==> config.mk <==
export PLATFORM = sky130hd
export DESIGN_NAME = multicycle_control
export DESIGN_NICKNAME = d
export VERILOG_FILES = /design/src/rtl/multicycle_control.sv
export SDC_FILE = /design/constraint.sdc
export NUM_CORES = 1
export LEC_CHECK = 0
export CORE_ASPECT_RATIO = 1.5
export CORE_MARGIN = 1.5
export CORE_UTILIZATION = 43
export DETAILED_ROUTE_END_ITERATION = 12
export GPL_TIMING_DRIVEN = 0
export PLACE_DENSITY = 0.87
export SLEW_MARGIN = 5
export SYNTH_ARGS = -nofsm -noshare
export SYNTH_HDL_FRONTEND = slang
export SYNTH_SLANG_ARGS = --single-unit
export TNS_END_PERCENT = 1
==> constraint.sdc <==
create_clock -name clk -period 1.8 [get_ports clk]
set_clock_uncertainty 0.05 [all_clocks]
set_input_delay 0.18 -clock clk [delete_from_list [all_inputs] [get_ports clk]]
set_output_delay 0.18 -clock clk [all_outputs]
set_load 0.01 [all_outputs]
==> src/rtl/multicycle_control.sv <==
// rtl/multicycle_control.sv - multi-cycle MIPS main control FSM with memory stall and retire counter
// Optional feature macro: MULTICYCLE_JUMP_EN (adds the J instruction via the JUMP state).
module multicycle_control #(
   parameter int CNT_W   = 32,
   parameter int STATE_W = 4
) (
   input  logic               clk,
   input  logic               rst_n,
   input  logic [5:0]         opcode,
   input  logic               mem_ready,
   output logic               pc_write,
   output logic               pc_write_cond,
   output logic               i_or_d,
   output logic               mem_read,
   output logic               mem_write,
   output logic               ir_write,
   output logic               mem_to_reg,
   output logic               reg_dst,
   output logic               reg_write,
   output logic               alu_src_a,
   output logic [1:0]         alu_src_b,
   output logic [1:0]         alu_op,
   output logic [1:0]         pc_source,
   output logic [STATE_W-1:0] state_out,
   output logic               illegal_op,
   output logic [CNT_W-1:0]   instr_count
);

   typedef enum logic [3:0] {
      FETCH    = 4'd0,
      DECODE   = 4'd1,
      MEM_ADDR = 4'd2,
      MEM_RD   = 4'd3,
      MEM_WB   = 4'd4,
      MEM_WR   = 4'd5,
      EXEC     = 4'd6,
      R_WB     = 4'd7,
      BRANCH   = 4'd8,
      JUMP     = 4'd9
   } state_t;

   localparam logic [5:0] OP_RTYPE = 6'b000000;
   localparam logic [5:0] OP_LW    = 6'b100011;
   localparam logic [5:0] OP_SW    = 6'b101011;
   localparam logic [5:0] OP_BEQ   = 6'b000100;
`ifdef MULTICYCLE_JUMP_EN
   localparam logic [5:0] OP_J     = 6'b000010;
`endif

   state_t           state_q, state_d;
   logic             illegal_q, illegal_d;
   logic [CNT_W-1:0] count_q, count_d;
   logic             retire;

   always_ff @(posedge clk or negedge rst_n) begin
      if (!rst_n) begin
         state_q   <= FETCH;
         illegal_q <= 1'b0;
         count_q   <= '0;
      end else begin
         state_q   <= state_d;
         illegal_q <= illegal_d;
         count_q   <= count_d;
      end
   end

   always_comb begin
      state_d   = state_q;
      illegal_d = illegal_q;
      retire    = 1'b0;
      case (state_q)
         FETCH:    if (mem_ready) state_d = DECODE;
         DECODE: begin
            case (opcode)
               OP_LW, OP_SW: state_d = MEM_ADDR;
               OP_RTYPE:     state_d = EXEC;
               OP_BEQ:       state_d = BRANCH;
`ifdef MULTICYCLE_JUMP_EN
               OP_J:         state_d = JUMP;
`endif
               default: begin
                  state_d   = FETCH;
                  illegal_d = 1'b1;
               end
            endcase
         end
         MEM_ADDR: state_d = (opcode == OP_LW) ? MEM_RD : MEM_WR;
         MEM_RD:   if (mem_ready) state_d = MEM_WB;
         MEM_WB: begin
            retire  = 1'b1;
            state_d = FETCH;
         end
         MEM_WR: begin
            if (mem_ready) begin
               retire  = 1'b1;
               state_d = FETCH;
            end
         end
         EXEC:     state_d = R_WB;
         R_WB: begin
            retire  = 1'b1;
            state_d = FETCH;
         end
         BRANCH: begin
            retire  = 1'b1;
            state_d = FETCH;
         end
         JUMP: begin
`ifdef MULTICYCLE_JUMP_EN
            retire  = 1'b1;
`endif
            state_d = FETCH;
         end
         default:  state_d = FETCH;
      endcase
      count_d = retire ? count_q + CNT_W'(1) : count_q;
   end

   // Outputs are gated by rst_n so no strobe survives the falling reset edge.
   always_comb begin
      pc_write      = 1'b0;
      pc_write_cond = 1'b0;
      i_or_d        = 1'b0;
      mem_read      = 1'b0;
      mem_write     = 1'b0;
      ir_write      = 1'b0;
      mem_to_reg    = 1'b0;
      reg_dst       = 1'b0;
      reg_write     = 1'b0;
      alu_src_a     = 1'b0;
      alu_src_b     = 2'b00;
      alu_op        = 2'b00;
      pc_source     = 2'b00;
      if (rst_n) begin
         case (state_q)
            FETCH: begin
               mem_read  = 1'b1;
               alu_src_b = 2'b01;
               ir_write  = mem_ready;
               pc_write  = mem_ready;
            end
            DECODE:   alu_src_b = 2'b11;
            MEM_ADDR: begin
               alu_src_a = 1'b1;
               alu_src_b = 2'b10;
            end
            MEM_RD: begin
               mem_read = 1'b1;
               i_or_d   = 1'b1;
            end
            MEM_WB: begin
               reg_write  = 1'b1;
               mem_to_reg = 1'b1;
            end
            MEM_WR: begin
               mem_write = 1'b1;
               i_or_d    = 1'b1;
            end
            EXEC: begin
               alu_src_a = 1'b1;
               alu_op    = 2'b10;
            end
            R_WB: begin
               reg_write = 1'b1;
               reg_dst   = 1'b1;
            end
            BRANCH: begin
               alu_src_a     = 1'b1;
               alu_op        = 2'b01;
               pc_write_cond = 1'b1;
               pc_source     = 2'b01;
            end
`ifdef MULTICYCLE_JUMP_EN
            JUMP: begin
               pc_write  = 1'b1;
               pc_source = 2'b10;
            end
`endif
            default: ;
         endcase
      end
   end

   assign state_out   = STATE_W'(state_q);
   assign illegal_op  = illegal_q;
   assign instr_count = count_q;

endmodule

==> qor.yml, run 1 <==
run_status:
  status: "finished with violations"
  violations: "negative setup slack"
logic_synthesis:
  synth_edf_count: 0
  async_flop_share_pct: 100.0
  synth_top_family_by_area: "simple AND/OR/NAND/NOR gates"
  synth-seq-cells: 37
  synth-compound-area-share_pct: 4.853
  synthAdderAreaFrac_pct: 0.5992
  synth_top_cell_area_share_pct: 44.34
  ys_types: 41
  syn_area_mm2: 0.002088
  syn_inst: 209
  yosysWarnings: 0
  synth_nets: 219
  synth-simple-area-share_pct: 31.88
  syn_avg_cell_area_um2: 9.992
  yosys-mux-area-fraction_pct: 0
  yosysTopAreaCell: "dfrtp_1"
  synth_xor_area_share_pct: 13.84
  ys.flop_type: "dfrtp_1"
  ys_seq_area_share_pct: 44.34
  synth_area_leaders: "dfrtp_1, xnor2_1, nand4_1"
cts:
  cts_tree: "done"
  root_buffer: "clkbuf_8"
  h-tree-depth: 2
  cts_buffers: 5
  clockBufferDepth: 2
  clock_latency_ns: 0.30
  cts.sinks: 37
  clk_pin_slew_ns: 0.08
critical_path:
  worst_setup_path_start_kind: "flip-flop"
  worstPathRequired_ns: 1.99
  timing.rr.end: "instr_count[25]$_DFFE_PN0P_"
  critPathArrivalTime_ns: 2.05
  worstSetupPathType: "reg -> reg"
  critPathCaptureType: "flip-flop"
  cp_max_fo: 4
  regToRegSetupSlack_ns: -0.06
  r2r_cells: 4
  rr_startpoint: "instr_count[15]$_DFFE_PN0P_"
grt:
  grt_overflow: 0
  grt_pass1_vias: 1923
  grt_pass1_wl_mm: 8.728
  grt_max_degree: 34
  antenna_found_initial: 0
  track_usage_pct: 21.99
floorplanning:
  die_w_um: 59.90
  fp-row-count: 30
  die_area_mm2: 0.005292
  start_util_pct: 45.60
  ioPinCount: 62
  coreArea_mm2: 0.004579
  fp.dieH_um: 88.35
power_and_ir_drop:
  swShare_pct: 29.70
  leakagePower_nw: 1.360
  p_comb_share_pct: 21.9
  power_mw: 1.945
  p_clk_share_pct: 30.2
  p_int_mw: 1.367
  p_seq_share_pct: 48.0
  power_density_mw_per_mm2: 597.4
  switchingPower_mw: 0.5776
  peakVddDrop_mv: 0.3528
hold_path:
  holdCritPathClass: "in -> async"
cells_and_area:
  drive_gt1_share_pct: 31.60
  nFillCells: 341
  insertedDiodeCount: 0
  syn_to_final_growth_pct: 55.90
  fin_nets: 316
  stdcell_area_mm2: 0.003256
  finish.utilization_pct: 71.09
routing:
  finalWirelength_mm: 6.032
  firstDrtPassIters: 4
  wire_per_inst_um: 16.26
  drtAntennaViolNets: 0
  drt_iter0_drc: 118
  vias: 2050
  drc: 0
  viasPerCell: 5.526
placed_design:
  placed_cell_area_mm2: 0.002799
  io_buffers: 60
  hpwl_mm: 3.663
  gp_congestion: 0.8075
timing:
  setup_viol: 6
  hold_ws_ns: 0.2244
  setup_slack_ns: -0.06371
  layout_min_cycle_time_ns: 1.864
  finalHoldViolations: 0
  rsz0062_at_grt: "yes"
  fmax_ghz: 0.5366
  post-route-period-util_pct: 103.5
  drv_slew: 0
run:
  maxCapViolCount: 0
## synthesized netlist by cell type (2+ instances only)
cell type  instances
dfrtp_1           37
nor3b_1            2
or4_4              2
nor2_1            16
nand2_1           18
xnor2_1           26
inv_1              3
nor4_1             2
nand4_1           17
nor3_1            10
clkbuf_1           7
nand2b_1           6
and3_1             3
o211ai_1           2
xor2_1             7
buf_4              4
nand3_1           11
o21ai_0            2
buf_6              2
nor4_2             4
nand4b_1           3
nor2b_1            2
a211oi_1           2
o211a_1            2
or4_1              2
and4b_1            2
## placed cells by master, fill, tap and decap left out, types with 8 or more instances in the layout
cell type and count:
clkdlybuf4s50_1 44, nand4_1 17, dfrtp_1 25, dfrtp_2 12, nor2_1 15, buf_4 33, nand2_1 17, clkbuf_8 8
xnor2_1 25, nor3_1 9, nand3_1 9
## layout make-up
type                            count  area, um2  area share [%]
Buffer                             13      123.9           3.805
Timing Repair Buffer               90      814.5           25.02
Clock inverter                      3      17.52          0.5380
Tap cell                           64      80.08           2.460
Multi-Input combinational cell    156       1199           36.82
Sequential cell                    37      940.9           28.90
Clock buffer                        5      68.82           2.114
Inverter                            3      11.26          0.3459
## power by group through the flow
| stage | Sequential (mW) | Clock (mW) | Combinational [mW] |
|---|---|---|---|
| detailed placement | 0.943 | 0 | 0.338 |
| global route | 0.937 | 0.626 | 0.462 |
| global placement | 0.942 | 0 | 0.326 |
| floorplan | 0.948 | 0 | 0.146 |
| finish | 0.933 | 0.587 | 0.425 |
| CTS | 0.929 | 0.590 | 0.377 |
## what timing repair did
action / 4_1_cts / 5_1_grt
resized for setup: 54 / 27
hold endpoints to repair: 37 / 0
setup endpoints to repair: 43 / 38
pin swaps: 1 / 9
hold buffers: 3 / 0
buffers inserted: 4 / 22
## per-layer routing
| metal | vias to the layer above | part of all wire (%) | GRT usage, % |
|---|---|---|---|
| met1 | 995 | 39 | 24.26 |
| met3 | 17 | 5.5 | 4.971 |
| li1 | 950 | - | - |
| met2 | 88 | 53 | 38.34 |
| met4 | 0 | 2.5 | 11.52 |
| met5 | - | 0 | 0 |
## critical path, stage by stage, from the launching register on
cell and delay, ns:
dfrtp_1 0.41, nand4_1 0.26, or4_4 0.68, nor4b_4 0.24, xor2_1 0.16
## worst max path at each step
| stage | from | end | cells after the start | slack, ns |
|---|---|---|---|---|
| 4_1_cts | instr_count[14]$_DFFE_PN0P_ | instr_count[25]$_DFFE_PN0P_ | 4 | -0.19 |
| 5_1_grt | instr_count[6]$_DFFE_PN0P_ | instr_count[31]$_DFFE_PN0P_ | 5 | -0.11 |
| 6_report | instr_count[15]$_DFFE_PN0P_ | instr_count[25]$_DFFE_PN0P_ | 4 | -0.06 |
| 3_5_place_dp | mem_ready | instr_count[22]$_DFFE_PN0P_ | 6 | -0.31 |
| 2_1_floorplan | instr_count[3]$_DFFE_PN0P_ | instr_count[25]$_DFFE_PN0P_ | 5 | -0.009 |
| 3_3_place_gp | rst_n | pc_write | 5 | -1.79 |
## logic make-up after synthesis
kind of cell,Yosys count
AO/OA/AOI/OAI,13
buffers and inverters,16
XOR/XNOR,33
AND/OR/NAND/NOR,108
adder cells (fa/ha/maj),1
other,1
flip-flops,37
## sequential cells by signal, summed over array words and instances (netlist names)
name / flops
state_out: 4
instr_count: 32
illegal_op: 1
## metrics by stage
step,instances,setup TNS (ns),setup slack [ns]
6_report,371,-0.1857,-0.06371
4_1_cts,349,-0.6448,-0.1925
3_5_place_dp,334,-7.645,-0.3094
2_1_floorplan,209,-0.02698,-0.008688
3_3_place_gp,333,-44.01,-1.792
5_1_grt,371,-0.8176,-0.1082
Note: power is estimated with default switching activity, not from simulation.
==> inputs of run 2 (changes only) <==
--- a/config.mk
+++ b/config.mk
@@ -7,10 +7,10 @@
 export LEC_CHECK = 0
 export CORE_ASPECT_RATIO = 1.5
 export CORE_MARGIN = 1.5
-export CORE_UTILIZATION = 43
+export CORE_UTILIZATION = 50
 export DETAILED_ROUTE_END_ITERATION = 12
 export GPL_TIMING_DRIVEN = 0
-export PLACE_DENSITY = 0.87
+export PLACE_DENSITY = 0.94
 export SLEW_MARGIN = 5
 export SYNTH_ARGS = -nofsm -noshare
 export SYNTH_HDL_FRONTEND = slang
==> constraint.sdc (replaced) <==
create_clock -name clk -period 2.3 [get_ports clk]
set_clock_uncertainty 0.05 [all_clocks]
set_input_delay 0.23 -clock clk [delete_from_list [all_inputs] [get_ports clk]]
set_output_delay 0.23 -clock clk [all_outputs]
set_load 0.01 [all_outputs]
==> qor.yml, run 2 (synthesized netlist as in run 1, its figures left out) <==
routing:
  drt_iter0_drc: 50  # was 118
  firstDrtPassIters: 4  # unchanged
  viasPerCell: 5.847  # was 5.526
  vias: 1871  # was 2050
  drc: 0  # unchanged
  drtAntennaViolNets: 0  # unchanged
  wire_per_inst_um: 15.20  # was 16.26 um
  finalWirelength_mm: 4.864  # was 6.032 mm
grt:
  grt_pass1_wl_mm: 8.079  # was 8.728 mm
  grt_pass1_vias: 1808  # was 1923
  track_usage_pct: 22.69  # was 21.99%
  grt_max_degree: 38  # was 34
  antenna_found_initial: 0  # unchanged
  grt_overflow: 0  # unchanged
cells_and_area:
  fin_nets: 285  # was 316
  finish.utilization_pct: 72.28  # was 71.09%
  drive_gt1_share_pct: 11.27  # was 31.60%
  stdcell_area_mm2: 0.002861  # was 0.003256 mm2
  final_cells: 320  # was 371
  nFillCells: 293  # was 341
  final_cell_mix: "clkdlybuf4s50_1, dfrtp_1, xnor2_1"  # was clkdlybuf4s50_1, buf_4, xnor2_1, dfrtp_1
  layout_commonest_cell: "clkdlybuf4s50_1"  # unchanged
  insertedDiodeCount: 0  # unchanged
  largest_reg_flops: 32  # unchanged
  syn_to_final_growth_pct: 37.03  # was 55.90%
cts:
  postCtsSetupBuffers: 0  # was 4
  h-tree-depth: 2  # unchanged
  cts_buffers: 5  # unchanged
  clockBufferDepth: 2  # unchanged
  clk_pin_slew_ns: 0.07  # was 0.08 ns
  clock_latency_ns: 0.29  # was 0.30 ns
  cts_tree: "done"  # unchanged
  cts.sinks: 37  # unchanged
  root_buffer: "clkbuf_8"  # unchanged
critical_path:
  worstSetupPathType: "reg -> out"  # was reg -> reg
  critPathCaptureType: "primary output"  # was flip-flop
  cp_max_fo: 10  # was 4
  worstPathRequired_ns: 2.02  # was 1.99 ns
  worst_setup_path_start_kind: "flip-flop"  # unchanged
  critPathArrivalTime_ns: 1.91  # was 2.05 ns
floorplanning:
  die_area_mm2: 0.004581  # was 0.005292 mm2
  ioPinCount: 62  # unchanged
  coreArea_mm2: 0.003959  # was 0.004579 mm2
  fp.dieH_um: 82.15  # was 88.35 um
  fp-row-count: 28  # was 30
  start_util_pct: 52.75  # was 45.60%
  die_w_um: 55.77  # was 59.90 um
timing:
  tns_ns: 0  # was -0.1857 ns
  hold_ws_ns: 0.4153  # was 0.2244 ns
  post-route-period-util_pct: 95.40
  slew-limit-headroom_pct: 45.13
  worst_pin_slew_ns: 0.8163
  rsz0062_at_grt: "yes"  # unchanged
  drv_slew: 0  # unchanged
  layout_min_cycle_time_ns: 2.194
  finalHoldViolations: 0  # unchanged
  setup_viol: 0  # was 6
  fmax_ghz: 0.4557
  setup_slack_ns: 0.1057  # was -0.06371 ns
placed_design:
  placed_cell_area_mm2: 0.002740  # was 0.002799 mm2
  gp_congestion: 0.8188  # was 0.8075
  hpwl_mm: 3.561  # was 3.663 mm
  place_inst: 314  # was 334
  place_ws_ns: -0.1813  # was -0.3094 ns
  io_buffers: 60  # unchanged
power_and_ir_drop:
  peakVddDrop_mv: 0.4306  # was 0.3528 mV
  leakagePower_nw: 1.065  # was 1.360 nW
  power_mw: 1.441  # was 1.945 mW
  power_density_mw_per_mm2: 503.7  # was 597.4 mW/mm2
run_status:
  status: "finished clean"  # was finished with violations
run:
  maxCapViolCount: 0  # unchanged
hold_path:
  holdCritPathClass: "reg -> reg"  # was in -> async
-- run 2: cell types whose count changed in the layout (fill, tap and decap cells not counted), sizes merged, moves of 2 or more --
cell and change:
clkdlybuf4s15 -2, clkbuf -4, dlygate4sd2 -6, clkdlybuf4s50 +15, buf -31, clkinv -2
-- run 2: layout make-up --
type	instances	area [um2]	area share, %
flip-flops and latches	37	928.4	32.44
well taps	45	56.30	1.968
inverters	3	11.26	0.3935
repair buffers	62	628.1	21.95
multi-input cells	156	1082	37.82
plain buffers	10	68.82	2.405
clock buffers	7	86.33	3.017
-- run 2: path summary, 6_finish.rpt --
check                                         startpoint                          end  slack, ns  cells past startpoint
worst min register to register    illegal_op$_DFFE_PN0P_       illegal_op$_DFFE_PN0P_       0.42                      1
worst max register to register  state_out[1]$_DFFE_PN0P_  instr_count[30]$_DFFE_PN0P_       0.14                      5
worst min-delay path              illegal_op$_DFFE_PN0P_       illegal_op$_DFFE_PN0P_       0.42                      1
worst max-delay path            state_out[0]$_DFFE_PN0P_                 alu_src_b[1]       0.11                      4
max in group asynchronous                          rst_n     state_out[1]$_DFFE_PN0P_       1.55                      3
min in group asynchronous                          rst_n  instr_count[25]$_DFFE_PN0P_       0.45                      3
-- run 2: report_power, final --
| part | switching [mW] | total [mW] | leakage (nW) | internal (mW) |
|---|---|---|---|---|
| registers | 0.0450 | 0.725 | 0.465 | 0.680 |
| clock network | 0.213 | 0.450 | 0.0443 | 0.237 |
| logic | 0.133 | 0.266 | 0.556 | 0.133 |
-- run 2: metal layers --
metal,wire (um),up-vias,track usage [%]
li1,-,880,-
met4,81,0,9.268
met3,328,8,6.231
met2,2718,72,44.76
met1,1735,911,22.11
met5,0,-,0
-- run 2: worst max-delay path, cell delays in order, from the launching register on --
cell and delay [ns]:
dfrtp_1 0.41, buf_2 0.20, nand2b_1 0.19, a211oi_1 0.25, clkdlybuf4s50_1 0.57
-- run 2: what timing repair did --
action                                 CTS  global route
pin swaps                                0             0
endpoints found under the hold margin   37             0
hold buffers                             2             0
setup endpoints to repair               10             9
gates resized for setup                  3             6
cloned                                   0             0
